### src/rtl/npu_pkg.sv
// ----------------------------------------------------------------------------
// npu_pkg
// Shared types and width helpers for the convolution datapath weight stores.
//   load_state_e  : shadow-bank load state (EMPTY / LOADING / FULL)
//   clog2_min1()  : ceil(log2(n)) clamped to at least one bit
//   kernel_words(): words per kernel (KERNEL_SIZE^2)
//   total_words() : words per bank (KK * NUM_KERNELS)
//   addr_width()  : width of an in-kernel position index (AW)
//   sel_width()   : width of a kernel index (SELW)
// ----------------------------------------------------------------------------
package npu_pkg;

   typedef enum logic [1:0] {
      EMPTY   = 2'd0,
      LOADING = 2'd1,
      FULL    = 2'd2
   } load_state_e;

   function automatic int clog2_min1(input int n);
      return (n <= 2) ? 1 : $clog2(n);
   endfunction

   function automatic int kernel_words(input int kernel_size);
      return kernel_size * kernel_size;
   endfunction

   function automatic int total_words(input int kernel_size, input int num_kernels);
      return kernel_size * kernel_size * num_kernels;
   endfunction

   function automatic int addr_width(input int kernel_size);
      return clog2_min1(kernel_size * kernel_size);
   endfunction

   function automatic int sel_width(input int num_kernels);
      return clog2_min1(num_kernels);
   endfunction

endpackage

### src/rtl/kernel_bank_if.sv
// ----------------------------------------------------------------------------
// kernel_bank_if
// Load stream, swap control and read port of the kernel weight store.
//   load_valid/load_data/load_ready : weight beat stream into the shadow bank
//   load_abort                      : drop a partially loaded shadow bank
//   load_done                       : one-cycle pulse, shadow bank complete
//   swap_req / active_valid         : promote shadow bank / active set present
//   rd_en/rd_kernel/rd_addr         : read request into the active bank
//   rd_data/rd_valid                : registered read response
// master = producer / MAC-array side, slave = kernel_bank.
// ----------------------------------------------------------------------------
interface kernel_bank_if
   import npu_pkg::*;
#(
   parameter int BIT_DEPTH   = 8,
   parameter int KERNEL_SIZE = 3,
   parameter int NUM_KERNELS = 4
) ();

   localparam int AW   = addr_width(KERNEL_SIZE);
   localparam int SELW = sel_width(NUM_KERNELS);

   logic                 load_valid;
   logic [BIT_DEPTH-1:0] load_data;
   logic                 load_ready;
   logic                 load_abort;
   logic                 load_done;
   logic                 swap_req;
   logic                 active_valid;
   logic                 rd_en;
   logic [SELW-1:0]      rd_kernel;
   logic [AW-1:0]        rd_addr;
   logic [BIT_DEPTH-1:0] rd_data;
   logic                 rd_valid;

   modport master (
      output load_valid, load_data, load_abort, swap_req, rd_en, rd_kernel, rd_addr,
      input  load_ready, load_done, active_valid, rd_data, rd_valid
   );

   modport slave (
      input  load_valid, load_data, load_abort, swap_req, rd_en, rd_kernel, rd_addr,
      output load_ready, load_done, active_valid, rd_data, rd_valid
   );

endinterface

### src/rtl/kernel_mem_bank.sv
// ----------------------------------------------------------------------------
// kernel_mem_bank
// One bank of DEPTH x WIDTH weight storage.
//   clk   : write clock
//   we    : write enable
//   waddr : write address
//   wdata : write data
//   raddr : read address (combinational read)
//   rdata : read data
// ----------------------------------------------------------------------------
module kernel_mem_bank #(
   parameter int WIDTH = 8,
   parameter int DEPTH = 36,
   parameter int AW    = 6
) (
   input  logic             clk,
   input  logic             we,
   input  logic [AW-1:0]    waddr,
   input  logic [WIDTH-1:0] wdata,
   input  logic [AW-1:0]    raddr,
   output logic [WIDTH-1:0] rdata
);

   logic [WIDTH-1:0] mem [DEPTH];

   // NOTE: storage has no reset; the owner gates reads with its own valid flag,
   // so the array can map onto plain RAM/register-file cells.
   always_ff @(posedge clk) begin
      if (we) mem[waddr] <= wdata;
   end

   assign rdata = mem[raddr];

endmodule

### src/rtl/kernel_bank.sv
// ----------------------------------------------------------------------------
// kernel_bank
// Double-buffered store of NUM_KERNELS kernels of KERNEL_SIZE x KERNEL_SIZE
// weights. The active bank serves the MAC array while the shadow bank is
// filled over a valid/ready stream; a swap atomically promotes a full shadow.
//   clk : rising-edge clock
//   rst : asynchronous, active-high reset
//   bus : kernel_bank_if.slave (load stream, swap, read port)
// ----------------------------------------------------------------------------
module kernel_bank
   import npu_pkg::*;
#(
   parameter int BIT_DEPTH   = 8,
   parameter int KERNEL_SIZE = 3,
   parameter int NUM_KERNELS = 4
) (
   input  logic         clk,
   input  logic         rst,
   kernel_bank_if.slave bus
);

   localparam int KK    = kernel_words(KERNEL_SIZE);
   localparam int TOTAL = total_words(KERNEL_SIZE, NUM_KERNELS);
   localparam int CW    = clog2_min1(TOTAL);

   load_state_e          state_q, state_d;
   logic [CW-1:0]        cnt_q, cnt_d;
   logic                 done_d;
   logic                 swap;
   logic                 active_bank_q;
   logic                 active_valid_q;
   logic                 load_done_q;
   logic                 accept;
   logic [1:0]           bank_we;
   logic [BIT_DEPTH-1:0] bank_rdata [2];
   logic [CW-1:0]        rd_idx;
   logic                 rd_in_range;
   logic [BIT_DEPTH-1:0] rd_data_q;
   logic                 rd_valid_q;

   // Abort masks ready so an aborted beat is never written.
   assign bus.load_ready = (state_q != FULL) && !bus.load_abort;
   assign accept         = bus.load_valid && bus.load_ready;

   // ---------------- load FSM: next state ----------------
   always_comb begin
      // NOTE: every variable gets a default before the case so no path can
      // leave one unassigned and infer a latch.
      state_d = state_q;
      cnt_d   = cnt_q;
      done_d  = 1'b0;
      swap    = 1'b0;
      case (state_q)
         EMPTY, LOADING: begin
            if (bus.load_abort) begin
               state_d = EMPTY;
               cnt_d   = '0;
            end else if (accept) begin
               if (cnt_q == CW'(TOTAL - 1)) begin
                  state_d = FULL;
                  cnt_d   = '0;
                  done_d  = 1'b1;
               end else begin
                  state_d = LOADING;
                  cnt_d   = cnt_q + CW'(1);
               end
            end
         end
         FULL: begin
            // Committed sets are never aborted; only a swap leaves FULL.
            if (bus.swap_req) begin
               swap    = 1'b1;
               state_d = EMPTY;
            end
         end
         default: state_d = EMPTY;
      endcase
   end

   // ---------------- load FSM: state register ----------------
   // NOTE: non-blocking assignments for all clocked state so every register
   // samples pre-edge values regardless of statement order.
   always_ff @(posedge clk or posedge rst) begin
      if (rst) begin
         state_q        <= EMPTY;
         cnt_q          <= '0;
         active_bank_q  <= 1'b0;
         active_valid_q <= 1'b0;
         load_done_q    <= 1'b0;
      end else begin
         state_q     <= state_d;
         cnt_q       <= cnt_d;
         load_done_q <= done_d;
         if (swap) begin
            active_bank_q  <= ~active_bank_q;
            active_valid_q <= 1'b1;
         end
      end
   end

   // ---------------- storage ----------------
   // The bank not pointed at by active_bank_q is the shadow and takes writes.
   assign bank_we[0] = accept &&  active_bank_q;
   assign bank_we[1] = accept && !active_bank_q;

   for (genvar b = 0; b < 2; b++) begin : g_bank
      kernel_mem_bank #(
         .WIDTH (BIT_DEPTH),
         .DEPTH (TOTAL),
         .AW    (CW)
      ) u_bank (
         .clk   (clk),
         .we    (bank_we[b]),
         .waddr (cnt_q),
         .wdata (bus.load_data),
         .raddr (rd_idx),
         .rdata (bank_rdata[b])
      );
   end

   // ---------------- read port ----------------
   always_comb begin
      rd_in_range = (32'(bus.rd_addr) < KK) && (32'(bus.rd_kernel) < NUM_KERNELS);
      // Wraps for out-of-range requests; those are forced to zero below.
      rd_idx      = CW'(32'(bus.rd_kernel) * KK + 32'(bus.rd_addr));
   end

   // A read coinciding with a swap uses the pre-edge bank pointer, i.e. the
   // old active bank.
   always_ff @(posedge clk or posedge rst) begin
      if (rst) begin
         rd_data_q  <= '0;
         rd_valid_q <= 1'b0;
      end else begin
         rd_valid_q <= bus.rd_en;
         if (bus.rd_en) begin
            rd_data_q <= (active_valid_q && rd_in_range) ? bank_rdata[active_bank_q] : '0;
         end
      end
   end

   assign bus.load_done    = load_done_q;
   assign bus.active_valid = active_valid_q;
   assign bus.rd_data      = rd_data_q;
   assign bus.rd_valid     = rd_valid_q;

endmodule

### src/flat_wrapper.sv
// flat-port wrapper written by rule: the top's interface ports become plain ports
module kernel_bank_flat import npu_pkg::*;
#(
   parameter int BIT_DEPTH   = 8,
   parameter int KERNEL_SIZE = 3,
   parameter int NUM_KERNELS = 4
)
  (clk, rst, bus_load_valid, bus_load_data, bus_load_abort, bus_swap_req, bus_rd_en, bus_rd_kernel, bus_rd_addr, bus_load_ready, bus_load_done, bus_active_valid, bus_rd_data, bus_rd_valid);
  kernel_bank_if #(.BIT_DEPTH(BIT_DEPTH), .KERNEL_SIZE(KERNEL_SIZE), .NUM_KERNELS(NUM_KERNELS)) bus_i ();
  input  logic clk;
  input  logic rst;
  input wire logic [$bits(bus_i.load_valid)-1:0] bus_load_valid;
  input wire logic [$bits(bus_i.load_data)-1:0] bus_load_data;
  input wire logic [$bits(bus_i.load_abort)-1:0] bus_load_abort;
  input wire logic [$bits(bus_i.swap_req)-1:0] bus_swap_req;
  input wire logic [$bits(bus_i.rd_en)-1:0] bus_rd_en;
  input wire logic [$bits(bus_i.rd_kernel)-1:0] bus_rd_kernel;
  input wire logic [$bits(bus_i.rd_addr)-1:0] bus_rd_addr;
  output wire logic [$bits(bus_i.load_ready)-1:0] bus_load_ready;
  output wire logic [$bits(bus_i.load_done)-1:0] bus_load_done;
  output wire logic [$bits(bus_i.active_valid)-1:0] bus_active_valid;
  output wire logic [$bits(bus_i.rd_data)-1:0] bus_rd_data;
  output wire logic [$bits(bus_i.rd_valid)-1:0] bus_rd_valid;
  assign bus_i.load_valid = bus_load_valid;
  assign bus_i.load_data = bus_load_data;
  assign bus_i.load_abort = bus_load_abort;
  assign bus_i.swap_req = bus_swap_req;
  assign bus_i.rd_en = bus_rd_en;
  assign bus_i.rd_kernel = bus_rd_kernel;
  assign bus_i.rd_addr = bus_rd_addr;
  assign bus_load_ready = bus_i.load_ready;
  assign bus_load_done = bus_i.load_done;
  assign bus_active_valid = bus_i.active_valid;
  assign bus_rd_data = bus_i.rd_data;
  assign bus_rd_valid = bus_i.rd_valid;
  kernel_bank #(.BIT_DEPTH(BIT_DEPTH), .KERNEL_SIZE(KERNEL_SIZE), .NUM_KERNELS(NUM_KERNELS)) u_core (.clk(clk), .rst(rst), .bus(bus_i));
endmodule
### config.mk
export PLATFORM = sky130hd
export DESIGN_NAME = kernel_bank_flat
export DESIGN_NICKNAME = d
export VERILOG_FILES = /design/src/rtl/npu_pkg.sv /design/src/rtl/kernel_bank_if.sv /design/src/rtl/kernel_mem_bank.sv /design/src/rtl/kernel_bank.sv /design/src/flat_wrapper.sv
export SDC_FILE = /design/constraint.sdc
export NUM_CORES = 1
export LEC_CHECK = 0
export BUFFER_PORTS_ARGS = -buffer_cell sky130_fd_sc_hd__buf_4
export CORE_MARGIN = 2
export CORE_UTILIZATION = 50
export DETAILED_ROUTE_END_ITERATION = 7
export HOLD_SLACK_MARGIN = 0.03
export PLACE_DENSITY_LB_ADDON = 0.15
export SLEW_MARGIN = 20
export SYNTH_ARGS = -nofsm -noshare
export SYNTH_HDL_FRONTEND = slang
export SYNTH_SLANG_ARGS = --single-unit
### constraint.sdc
create_clock -name clk -period 2.3 [get_ports clk]
set_clock_uncertainty 0.05 [all_clocks]
set_input_delay 0.345 -clock clk [delete_from_list [all_inputs] [get_ports clk]]
set_output_delay 0.345 -clock clk [all_outputs]
set_load 0.02 [all_outputs]
After elaboration in Yosys (flattened, before gate mapping)

Memories as Yosys holds them, arrays and structs flattened.
Cells that the tools add are included.

Bits in registers: 20
RAM bits: 576
Input bits: 20
Output and inout bits: 12
Logic and storage cells: 56
Memories kept: 2

Add/subtract/negate cells: 2
$mul: 1
Magnitude comparators: 2
Eq/ne operators: 6
Mux-type cells: 22
Bitwise operators: 2
Reductions and logical operators: 12

Memories:

| name                        | depth | width | rd ports | clocked after Yosys merged registers in | write ports | RTL line              | source |
|---|---|---|---|---|---|---|---|
| u_core.g_bank[0].u_bank.mem | 36    | 8     | 1        | 0                                       | 1           | kernel_mem_bank.sv:24 | `logic [WIDTH-1:0] mem [DEPTH];` |
| u_core.g_bank[1].u_bank.mem | 36    | 8     | 1        | 0                                       | 1           | kernel_mem_bank.sv:24 |  |

Operators by type and width:

| cell                                                     | count |
|---|---|
| two-way mux 8 bit                                        | 4 |
| two-way mux 6 bit                                        | 3 |
| two-way mux 1 bit                                        | 10 |
| two-way mux 2 bit                                        | 4 |
| adder 6 x 1 -> 6 bit, second input constant              | 1 |
| adder 6 x 4 -> 6 bit                                     | 1 |
| equality test 6 bit, second input constant               | 1 |
| multiplier 2 x 4 -> 6 bit, second input constant         | 1 |
| logical AND 1 bit                                        | 5 |
| less-than comparator 4 bit, second input constant        | 1 |
| inequality test 2 bit, second input constant             | 2 |
| one-hot mux 2 bit (2 select lines)                       | 1 |
| AND reduction 2 bit                                      | 2 |
| inequality test 3 x 2 -> 1 bit, second input constant    | 1 |
| equality test 2 x 1 -> 1 bit, second input constant      | 1 |
| equality test 2 bit, second input constant               | 1 |
| greater-or-equal comparator 2 bit, second input constant | 1 |
| logical NOT 1 bit                                        | 2 |
| logical NOT 2 bit                                        | 1 |
| NOT 1 -> 2 bit                                           | 1 |
| nonzero test 2 bit                                       | 1 |
| OR reduction 2 bit                                       | 1 |
| NOT 1 bit                                                | 1 |

Depth between registers and ports, before layout

An unclocked memory read counts as a cell.

Depth in word-level cells: 7
Mapped depth: 13
Gate-level depth less buffers: 10

By module

From an unflattened synthesis, not the netlist that was laid out.

Cells, all modules: 1,353
Area total of the unflattened synthesis: 24,240.7 um2

By module, submodules not included:

| module          | instances | cells an instance | area each (um2) | sequential area each (um2) |
|---|---|---|---|---|
| kernel_mem_bank | 2         | 622               | 11,552.3        | 8,648.3 |
| kernel_bank     | 1         | 109               | 1,136.1         | 500.5 |

Least setup slack after synthesis

No wires, ideal clock.

Kind: input -> register
Start point: in bus_rd_addr[1]
End point: reg u_core.rd_data_q[7] (netlist: u_core.bus.rd_data[7])
Setup time: 0.135 ns
Data arrival time: 3.095 ns
Required time: 2.115 ns
Slack: -0.979 ns
Cell stages on the path: 11
Path buffers: 3
Cell sequence: ha_1 ha_1 inv_1 fa_1 buf_4 buf_2 clkbuf_1 mux4_2 mux4_2 o2111ai_1 o211ai_1

Longest elaborated chain between the ends: 6
Elaborated cells on any way between the ends: 9
Classes of those cells: add/sub (1); order compare (1); mux (4); reduce/logical (1); memory (2)

Ends and longest elaborated chain:

| item                                                  | RTL line           | source |
|---|---|---|
| start, declared                                       | flat_wrapper.sv:18 | `input wire logic [$bits(bus_i.rd_addr)-1:0] bus_rd_addr;` |
| adder 6 x 4 -> 6 bit                                  | kernel_bank.sv:125 | `rd_idx = CW'(32'(bus.rd_kernel) * KK + 32'(bus.rd_addr));` |
| memory read (36 x 8 bit)                              | --                 |  |
| two-way mux 8 bit (not written as such) (3 in series) | kernel_bank.sv:137 | `rd_data_q <= (active_valid_q && rd_in_range) ? bank_rdata[active_bank_q] : '0;` |
| two-way mux 8 bit *                                   | kernel_bank.sv:137 |  |
| end signal, assigned                                  | kernel_bank.sv:137 |  |
| end, declared                                         | kernel_bank.sv:38  | `logic [BIT_DEPTH-1:0] rd_data_q;` |

Every way passes the cells marked *; elsewhere a longest branch is shown, timed or not. The select of a mux whose other input is x is not followed.
A chain may end at the register's enable or synchronous reset.

Worst setup path in the final report

Start point: in bus_rd_kernel[1]
End point: reg u_core.rd_data_q[1] (netlist: u_core.bus.rd_data[1])

Longest elaborated chain between the ends: 7
Elaborated cells on any way between the ends: 8
Classes of those cells: add/sub (1); mul (1); mux (4); memory (2)

Ends and longest elaborated chain:

| item                                                    | RTL line           | source |
|---|---|---|
| start, declared                                         | flat_wrapper.sv:17 | `input wire logic [$bits(bus_i.rd_kernel)-1:0] bus_rd_kernel;` |
| multiplier 2 x 4 -> 6 bit *                             | kernel_bank.sv:125 |  |
| adder 6 x 4 -> 6 bit *                                  | kernel_bank.sv:125 |  |
| memory read (36 x 8 bit)                                | --                 |  |
| two-way mux 8 bit (not written as such) * (3 in series) | kernel_bank.sv:137 |  |
| two-way mux 8 bit *                                     | kernel_bank.sv:137 |  |

Marks and branches as above.

==> results_dict.tcl <==
set metrics [dict create \
    synth_area_leaders "edfxtp_1 (73%), mux4_2 (13%), dfrtp_1 (2.1%)" \
    crit_type "primary input to flop" \
    drt_first_pass_iters 6 \
    synth_ff_type "edfxtp_1" \
    start_kind "primary input" \
    grt_overflow 0 \
    post-route-worst-setup-slack_ns -0.4884 \
    io_buffers 31 \
    rsz0062_at_grt "true" \
    p_int_uw 18270 \
    drt_iter0_drc 1323 \
    ant_nets 0 \
    clk_path_buf_depth 3 \
    whs_ns 0.1235 \
    power_frac_seq_pct 49.9 \
    critPathMaxFanout 8 \
    synth_warnings 0 \
    power.density_mw_per_mm2 850.8 \
    hold_depth 3 \
    dp_cells 1967 \
    root_buffer "clkbuf_16" \
    cellLeakagePower_uw 0.009565 \
    grt_use_total_pct 24.16 \
    cts.sinks 596 \
    yosysMostFrequentCell "edfxtp_1" \
    syn-instance-count 1181 \
    worst-slew-pin-transition_ns 0.9094 \
    slew_viol_final 0 \
    rows 79 \
    p_switching_uw 5755 \
    ff2ff_path_depth 6 \
    ys_seq_elements 596 \
    holdCritPathClass "primary input to flop" \
    yosysSeqAreaShare_pct 75.53 \
    synthDominantCellAreaShare_pct 73.40 \
    grt_max_degree 73 \
    maxClockFrequency_ghz 0.3586 \
    insertedDiodeCount 0 \
    synthToLayoutAreaGrowth_pct 19.83 \
    clk_latency_ns 0.62 \
    layout.cells.non_filler 2097 \
    swShare_pct 23.96 \
    fp.coreArea_sq_mm 0.04656 \
    htreeDepth 2 \
    synth.distinct_cells 57 \
    cts_inserted_buffers 58 \
    max-vdd-ir-drop_mv 0.7049 \
    power_frac_clock_pct 36.4 \
    cp.arrival_ns 3.19 \
    combPwrFrac_pct 13.6 \
    synth_nets 1209 \
    period_needed_ns 2.788 \
    async_reset_ff_share_pct 3.356 \
    die_area_sq_mm 0.04888 \
    failed_checks "negative setup slack" \
    initial_core_util_pct 50.61 \
    clk_transition_reported_paths_ns 0.06 \
    finalSetupViolCount 8 \
    required_ns 2.71 \
    drt_wl_total_um 58260 \
    yosys.area.top_type "edfxtp_1" \
    viasPerCell 5.976 \
    cap_violations 0 \
    synth.cell_area_sq_mm 0.02356 \
    status "finished, violations left" \
    synthTopCellsByCount "edfxtp_1 (576), mux4_2 (140), nor2_1 (94)" \
    routabilityCongestion 0.8851 \
    dp_hpwl_um 36930 \
    synth_edf_count 576 \
    grt_pass1_wl_um 86160 \
    hold_violations 0 \
    cts_tree "built" \
    drive_gt1_share_pct 34.30 \
    vias 12530 \
    post-route-period-util_pct 121.2 \
    routedWlPerCell_um 27.78 \
    drc 0 \
    nets 1470 \
    grt_pass1_vias 12850 \
    die_h_um 221.1 \
    postSynthAreaPerCell_sq_um 19.95 \
    end_kind "flop" \
    ios 32 \
    die_x_um 221.1 \
    antenna_found_initial 0 \
    relSlewSlack_pct 39.31 \
]
-- state kept, by name, indices dropped and copies added, names as in the netlist --
| signal | flops |
|---|---|
| u_core.g_bank.u_bank.mem | 576 |
| u_core.state_q | 2 |
| u_core.cnt_q | 6 |
| u_core.bus.load_done | 1 |
| u_core.bus.active_valid | 1 |
| u_core.bus.rd_data | 8 |
| u_core.bus.rd_valid | 1 |
| u_core.active_bank_q | 1 |
-- metrics by stage --
step                util, %  area [sq um]  total power (uW)  worst slack, ns  TNS, ns
floorplan                 -         23670             13850          -0.6136   -4.357
global placement      56.03         26080             15230           -1.196   -8.799
detailed placement    56.03         26080             15240           -1.268   -9.063
CTS                   60.37         28110             24100          -0.4157   -3.231
global route          60.65         28240             24790          -0.5066   -3.717
finish                60.65         28240             24020          -0.4884   -3.404
-- layer usage --
layer | GRT usage [%] | vias to the layer above | part of all wire (%)
met1 | 34.02 | 6564 | 41
met5 | 0 | - | 0
met4 | 8.595 | 0 | 3.9
met3 | 4.262 | 122 | 6.6
li1 | - | 5353 | -
met2 | 38.48 | 492 | 48
-- placed cells by master, fill, tap and decap left out, types with 11 or more instances in the layout --
cell type | Yosys | layout
nand3_1 | 15 | 15
nand2_1 | 86 | 85
nor2_1 | 94 | 93
clkbuf_1 | 17 | 16
buf_4 | 19 | 227
clkinv_1 | 2 | 16
mux2i_1 | 40 | 37
dfrtp_1 | 20 | 20
clkinv_2 | 0 | 11
buf_12 | 0 | 19
a31oi_1 | 14 | 14
clkbuf_16 | 0 | 58
edfxtp_1 | 576 | 576
mux4_2 | 140 | 140
-- area by class of cell --
cell class,count,area (sq um)
clock buffers,74,1511
clock inverters,34,211.5
fillers,3318,18320
inverters,12,45.04
multi-input cells,513,5615
flip-flops and latches,596,17800
well taps,607,759.5
repair buffers,261,2296
-- critical path: stages --
cell      delay, ns
buf_8          0.10
ha_4           0.26
ha_4           0.13
inv_2          0.03
fa_4           0.46
xnor2_4        0.28
buf_12         0.20
buf_12         0.11
mux4_2         0.29
mux2_4         0.32
o211ai_1       0.36
buf_4          0.19
a41oi_2        0.09
-- repair_timing --
| action | 4_1_cts | 5_1_grt |
|---|---|---|
| gates cloned | 3 | 0 |
| setup endpoints to repair | 8 | 9 |
| hold buffers | 5 | 0 |
| pin swaps | 4 | 6 |
| hold endpoints to repair | 25 | 0 |
| setup buffers | 11 | 5 |
| resized for setup | 13 | 26 |
-- final timing paths --
check / to / startpoint / slack (ns)
setup reg to reg: u_core.state_q[0]$_DFFE_PP0P_ / u_core.cnt_q[3]$_DFFE_PP0P_ / 0.15
min in group asynchronous: u_core.bus.rd_valid$_DFF_PP0_ / rst / 0.43
hold reg to reg: u_core.bus.active_valid$_DFFE_PP0P_ / u_core.bus.active_valid$_DFFE_PP0P_ / 0.49
setup / recovery: u_core.bus.rd_data[1]$_DFFE_PP0P_ / bus_rd_kernel[1] / -0.49
max in group asynchronous: u_core.bus.rd_data[5]$_DFFE_PP0P_ / rst / 1.20
hold / removal: u_core.cnt_q[1]$_DFFE_PP0P_ / bus_load_valid / 0.12
-- cells by family after synthesis --
family / synth area share [%]
muxes: 15.22
adders and majority gates: 0.4566
and+or+nand+nor: 4.290
DFF: 75.53
AOI/OAI and AO/OA: 2.517
xor gates and xnor gates: 0.3345
buffers and inverters: 1.651
-- power groups by stage --
stage          Sequential [uW]  Combinational (uW)  Clock, uW
4_1_cts                  12000                3210       8890
3_3_place_gp             12200                3000          0
6_report                 12000                3270       8750
5_1_grt                  12000                3440       9350
2_1_floorplan            12200                1630          0
3_5_place_dp             12200                3020          0
(Power assumes the default switching activity.)
